==> src/rtl/plic_lite.sv <==
// plic_lite: NUM_SRC-source prioritised interrupt controller with claim/complete
// gateways, a register slave on the execute-stage bus and one registered request
// line toward the core.
// Optional feature macro: PLIC_LITE_EDGE_EN adds the EDGE register and the
// rising-edge trigger path. Without it every source is level-triggered.
module plic_lite #(
  parameter int unsigned NUM_SRC = 8,
  parameter int unsigned PRIO_W  = 3
) (
  input  logic                clk,
  input  logic                rst_n,
  input  logic [NUM_SRC-1:0]  int_src_i,
  input  logic                reg_req_i,
  input  logic                reg_we_i,
  input  logic [7:0]          reg_addr_i,
  input  logic [31:0]         reg_wdata_i,
  output logic [31:0]         reg_rdata_o,
  output logic                ext_int_o
);

  localparam int unsigned ID_W = 5;

  localparam logic [5:0] W_PENDING = 6'h00;
  localparam logic [5:0] W_ENABLE  = 6'h01;
  localparam logic [5:0] W_EDGE    = 6'h02;
  localparam logic [5:0] W_THRESH  = 6'h03;
  localparam logic [5:0] W_CLAIM   = 6'h04;
  localparam logic [5:0] W_PRIO0   = 6'h20;

  logic [NUM_SRC-1:0]             sync1_q, sync1_d;
  logic [NUM_SRC-1:0]             sync2_q, sync2_d;
  logic [NUM_SRC-1:0]             pending_q, pending_d;
  logic [NUM_SRC-1:0]             inservice_q, inservice_d;
  logic [NUM_SRC-1:0]             enable_q, enable_d;
  logic [PRIO_W-1:0]              threshold_q, threshold_d;
  logic [NUM_SRC-1:0][PRIO_W-1:0] prio_q, prio_d;
  logic [ID_W-1:0]                best_id_q, best_id_d;
  logic                           ext_int_q, ext_int_d;

  logic [5:0]         word_c;
  logic               wr_en_c;
  logic               rd_en_c;
  logic               claim_c;
  logic               complete_c;
  logic [ID_W-1:0]    cmp_id_c;
  logic [NUM_SRC-1:0] set_c;
  logic [PRIO_W-1:0]  best_prio_c;

  logic unused_bits;
  assign unused_bits = ^{reg_addr_i[1:0], reg_wdata_i};

  // Bus decode: word index, claim and complete strobes
  always_comb begin
    word_c     = reg_addr_i[7:2];
    wr_en_c    = reg_req_i & reg_we_i;
    rd_en_c    = reg_req_i & ~reg_we_i;
    cmp_id_c   = reg_wdata_i[ID_W-1:0];
    claim_c    = rd_en_c && (word_c == W_CLAIM) && (best_id_q != '0);
    complete_c = wr_en_c && (word_c == W_CLAIM) && (cmp_id_c != '0) &&
                 (32'(cmp_id_c) <= NUM_SRC);
  end

`ifdef PLIC_LITE_EDGE_EN
  logic [NUM_SRC-1:0] edge_q, edge_d;
  logic [NUM_SRC-1:0] sync3_q, sync3_d;

  // Edge gateway: rising edges latch even while in service, level needs idle
  always_comb begin
    sync3_d = sync2_q;
    edge_d  = edge_q;
    if (wr_en_c && (word_c == W_EDGE)) edge_d = reg_wdata_i[NUM_SRC-1:0];
    set_c = (edge_q & sync2_q & ~sync3_q) | (~edge_q & sync2_q & ~inservice_q);
  end

  // Edge-detector and EDGE register state
  always_ff @(posedge clk or negedge rst_n) begin
    if (!rst_n) begin
      sync3_q <= '0;
      edge_q  <= '0;
    end else begin
      sync3_q <= sync3_d;
      edge_q  <= edge_d;
    end
  end
`else
  // Level-only gateway
  always_comb begin
    set_c = sync2_q & ~inservice_q;
  end
`endif

  // Synchroniser, gateway state and RW register next-state
  always_comb begin
    sync1_d     = int_src_i;
    sync2_d     = sync1_q;
    enable_d    = enable_q;
    threshold_d = threshold_q;
    prio_d      = prio_q;
    pending_d   = pending_q | set_c;
    inservice_d = inservice_q;

    if (wr_en_c) begin
      case (word_c)
        W_ENABLE: enable_d    = reg_wdata_i[NUM_SRC-1:0];
        W_THRESH: threshold_d = reg_wdata_i[PRIO_W-1:0];
        default: begin
          for (int i = 0; i < NUM_SRC; i++) begin
            if (word_c == (W_PRIO0 + 6'(i))) prio_d[i] = reg_wdata_i[PRIO_W-1:0];
          end
        end
      endcase
    end

    // Claim wins over a same-cycle set on the claimed source
    for (int i = 0; i < NUM_SRC; i++) begin
      if (claim_c && (best_id_q == ID_W'(i + 1))) begin
        pending_d[i]   = 1'b0;
        inservice_d[i] = 1'b1;
      end
      if (complete_c && (cmp_id_c == ID_W'(i + 1))) begin
        inservice_d[i] = 1'b0;
      end
    end
  end

  // Arbiter: highest priority above threshold, lowest index on ties
  always_comb begin
    best_prio_c = threshold_q;
    best_id_d   = '0;
    for (int i = 0; i < NUM_SRC; i++) begin
      if (pending_q[i] && enable_q[i] && !inservice_q[i] && (prio_q[i] > best_prio_c)) begin
        best_prio_c = prio_q[i];
        best_id_d   = ID_W'(i + 1);
      end
    end
    ext_int_d = (best_id_d != '0);
  end

  // Read mux, combinational from the address
  always_comb begin
    reg_rdata_o = '0;
    case (word_c)
      W_PENDING: reg_rdata_o = 32'(pending_q);
      W_ENABLE:  reg_rdata_o = 32'(enable_q);
`ifdef PLIC_LITE_EDGE_EN
      W_EDGE:    reg_rdata_o = 32'(edge_q);
`endif
      W_THRESH:  reg_rdata_o = 32'(threshold_q);
      W_CLAIM:   reg_rdata_o = 32'(best_id_q);
      default: begin
        for (int i = 0; i < NUM_SRC; i++) begin
          if (word_c == (W_PRIO0 + 6'(i))) reg_rdata_o = 32'(prio_q[i]);
        end
      end
    endcase
  end

  // State registers
  always_ff @(posedge clk or negedge rst_n) begin
    if (!rst_n) begin
      sync1_q     <= '0;
      sync2_q     <= '0;
      pending_q   <= '0;
      inservice_q <= '0;
      enable_q    <= '0;
      threshold_q <= '0;
      prio_q      <= '0;
      best_id_q   <= '0;
      ext_int_q   <= 1'b0;
    end else begin
      sync1_q     <= sync1_d;
      sync2_q     <= sync2_d;
      pending_q   <= pending_d;
      inservice_q <= inservice_d;
      enable_q    <= enable_d;
      threshold_q <= threshold_d;
      prio_q      <= prio_d;
      best_id_q   <= best_id_d;
      ext_int_q   <= ext_int_d;
    end
  end

  assign ext_int_o = ext_int_q;

endmodule
==> config.mk <==
export PLATFORM = sky130hd
export DESIGN_NAME = plic_lite
export DESIGN_NICKNAME = d
export VERILOG_FILES = /design/src/rtl/plic_lite.sv
export SDC_FILE = /design/constraint.sdc
export NUM_CORES = 1
export LEC_CHECK = 0
export ABC_AREA = 0
export ABC_CLOCK_PERIOD_IN_PS = 9500
export CAP_MARGIN = 15
export CORE_MARGIN = 2
export CORE_UTILIZATION = 47
export CTS_BUF_LIST = sky130_fd_sc_hd__clkbuf_16
export CTS_CLUSTER_DIAMETER = 30
export DETAILED_ROUTE_END_ITERATION = 7
export PLACE_DENSITY_LB_ADDON = 0.1
export SYNTH_ARGS = -nofsm -noshare
export SYNTH_HDL_FRONTEND = slang
export SYNTH_SLANG_ARGS = --single-unit
==> constraint.sdc <==
create_clock -name clk -period 9.5 [get_ports clk]
set_input_delay 2.375 -clock clk [delete_from_list [all_inputs] [get_ports clk]]
set_output_delay 2.375 -clock clk [all_outputs]
set_load 0.01 [all_outputs]
==> reports/qor.log <==
[synth] cell types with the largest area share after synthesis dfrtp_1 (42%), mux2_2 (5.8%), buf_4 (4.2%)
[placed_design] total of buffers placed on input and output ports 34
[setup_path] CP Launch Type flop
[placed_design] total cell area at the placement stage 4830 um^2
[setup_path] critical path data required time 9710 ps
[detailed_routing] Avg WL per Cell 18.0 um
[cells_and_area] Area growth syn-to-layout 26.9%
[setup_path] class of the most critical setup path flop to flop
[cells_and_area] Inserted Diodes 0
[run_status] result of the run finished clean
[synth] count of state elements after synthesis 72
[detailed_routing] via count 3683
[cells_and_area] most frequent cells in the layout dfrtp_1 (72), nor2_1 (42), buf_4 (37), nand2_1 (36), clkdlybuf4s50_1 (33)
[grt] met2 usage in global routing 36.6%
[detailed_routing] TritonRoute pass-1 iters 5
[power_and_ir_drop] sequential fraction of design power 38.1%
[synth] library cell with the largest summed area after synthesis dfrtp_1
[setup_path] cell with the largest stage delay on the worst path or3b_4
[timing] max-slew violation total from the final report 0
[detailed_routing] DRC Markers 0
[hold_path] worst hold-check path type flop to flop
[power_and_ir_drop] part of the total power dissipated in the clock network 36.1%
[setup_path] crit-path max FO 5
[floorplan] Die W 99.7 um
[placed_design] half-perimeter wire length after placement 8120 um
[floorplan] core region area 8810 um^2
[floorplan] I/O pin cnt 85
[grt] overall global routing resource usage 23.4%
[clock_network] cell at the root of the clock tree clkbuf_16
[grt] number of global-route vias before repair 3506
[setup_path] endpoint type of the worst setup path flop
[timing] final critical-path share of the clock period 96.3%
[placed_design] final weighted congestion of routability-driven global placement 0.934
[timing] worst hold margin 348 ps
[synth] mapped cell area 4310 um^2
[power_and_ir_drop] power per standard cell area 170 nW/um^2
[floorplan] Initial Util 48.9%
[clock_network] H-Tree Depth 3
[detailed_routing] total length of routed wires 11400 um
[setup_path] Max stage delay on crit path 430 ps
[power_and_ir_drop] Leakage 2.39 nW
[cells_and_area] final design area excluding fillers 5470 um^2
[cells_and_area] leading cell type in the layout, fill and taps excluded dfrtp_1
[timing] Tightest Pin Transition 907 ps
[synth] count of cell types in the netlist 64
[power_and_ir_drop] Switching Power 0.000283 W
[synth] dominant register cell in the synthesized netlist dfrtp_1
[synth] count of flip-flops with a built-in enable after synthesis 0
[setup_path] critical path data arrival time 9350 ps
[synth] post-synthesis area per instance 9.51 um^2
[synth] Warnings, synthesis 0
[synth] portion of synthesized cell area occupied by the leading cell type 41.8%
[grt] global-route wire length before repair 18000 um
[power_and_ir_drop] switching fraction of total power 30.4%
[synth] fraction of registers with async set/reset 100%
[floorplan] Die Y 99.7 um
[grt] global routing usage on met3 3.79%
[cells_and_area] Core Util, Final 62.1%
[clock_network] Bufs on Longest Clock Path 2
[detailed_routing] starting DRC count in detailed routing 206
[cells_and_area] nets@finish 587
[grt] most congested layer reported by global routing met2
[floorplan] DIE AREA 9950 um^2
[timing] number of failing hold endpoints at the final stage 0
[grt] total overflow reported by the global router 0
[grt] met1 Use GR 33.8%
[grt] initial antenna violation count 0
[synth] Cells after Synth 453
[timing] highest clock rate 109 MHz
[job] max-capacitance violation count 0
[detailed_routing] vias per cell 5.81
[timing] count of endpoints failing setup in the final report 0
[clock_network] clock transition at the register clock pins on the worst setup and hold paths after CTS 60 ps
[timing] Worst Skew 8.88 ps
[power_and_ir_drop] Cell Int Power 0.000648 W
[clock_network] worst-skew pair later-pin latency 330 ps
[cells_and_area] Filler Cell Count 752
[power_and_ir_drop] combinational cell fraction of total power 25.8%
[synth] portion of the post-synthesis area used by sequential elements 41.8%
[clock_network] CTS tree done
[cells_and_area] layout cells sized above 1 26.0%
[timing] time the final worst path needs with I/O delays and setup 9140 ps
[grt] pin count of the biggest net entering global routing 73
[clock_network] CTS Sinks 72
[clock_network] total CTS buffers 9
[power_and_ir_drop] worst ir drop on vdd 0.107 mV
[floorplan] row count 34
[detailed_routing] post-route antenna net violation count 0
[timing] normalized max-slew margin 39.5%
==> power groups by stage <==
| stage | registers, W | logic [W] | clock network (W) |
|---|---|---|---|
| 2_1_floorplan | 0.000351 | 0.000131 | 0 |
| 4_1_cts | 0.000352 | 0.000197 | 0.000342 |
| 5_1_grt | 0.000357 | 0.000264 | 0.000358 |
| 6_report | 0.000355 | 0.000240 | 0.000336 |
| 3_5_place_dp | 0.000358 | 0.000191 | 0 |
| 3_3_place_gp | 0.000357 | 0.000188 | 0 |
==> worst paths after layout <==
path / start / to / slack (ps) / depth (start not counted)
max reg2reg: threshold_q[2] / best_id_q[0] / 360 / 50
max: threshold_q[2] / best_id_q[0] / 360 / 50
min in group asynchronous: rst_n / sync2_q[1] / 2160 / 1
min: sync1_q[2] / sync2_q[2] / 350 / 0
max in group asynchronous: rst_n / prio_q[7] / 6730 / 1
min reg2reg: sync1_q[2] / sync2_q[2] / 350 / 0
==> registers in the layout (all words and copies together) (netlist names) <==
register     cells
pending_q        8
enable_q         8
sync2_q          8
threshold_q      3
prio_q          24
inservice_q      8
best_id_q        4
sync1_q          8
ext_int_o        1
==> logic make-up after synthesis <==
logic type,share of synthesized area [%]
compound gates,17.1
fa+ha+maj,4.30
buf+inv,7.96
flops,41.8
mux,10.7
other cells,0.0871
simple gates,18.1
==> cell usage after synthesis, types with 8 or more instances <==
| master | instances |
|---|---|
| mux2i_1 | 10 |
| dfrtp_1 | 72 |
| nand3_1 | 10 |
| buf_4 | 24 |
| clkbuf_1 | 9 |
| nand2_1 | 40 |
| nor2_1 | 48 |
| a31oi_1 | 8 |
| inv_1 | 31 |
| ha_1 | 14 |
| a21oi_1 | 24 |
| o21ai_0 | 27 |
| mux2_2 | 22 |
| nor3_1 | 9 |
| and3_1 | 11 |
==> routing by layer <==
metal | vias up | wire [um]
met4 | 0 | 183
met1 | 1771 | 5240
met5 | - | 0
met3 | 17 | 713
li1 | 1731 | -
met2 | 164 | 5290
==> critical path, delay by kind of cell (launching register included) <==
family / cells / cell delay [ps]
flops: 1 / 400
buf+inv: 6 / 710
compound gates: 15 / 2890
mux: 2 / 690
simple gates: 19 / 2400
fa+ha+maj: 8 / 1940
==> cell type report <==
cell class	instances	area, um^2	share of cell area (%)
repair buffers	70	608	11.1
flip-flops and latches	72	1800	33.0
well taps	108	135	2.47
clock inverters	7	72.6	1.33
multi-input cells	337	2510	45.9
clock buffers	9	225	4.12
inverters	31	116	2.13
==> metrics by stage <==
| step | setup slack, ps | TNS [ps] | total power [W] | cells |
|---|---|---|---|---|
| floorplan | 1.52 | 0 | 0.000482 | 476 |
| global placement | -106 | -230 | 0.000545 | 606 |
| detailed placement | -265 | -1040 | 0.000549 | 606 |
| CTS | 27.0 | 0 | 0.000892 | 622 |
| global route | -164 | -530 | 0.000980 | 634 |
| finish | 356 | 0 | 0.000931 | 634 |
==> what timing repair did <==
action | CTS | global route
cloned | 0 | 0
pin swaps | 1 | 25
hold endpoints to repair | 0 | 0
endpoints found under the setup margin | 5 | 5
hold buffers | 0 | 0
gates resized for setup | 8 | 43
setup buffers | 0 | 12
(Power assumes the default switching activity.)
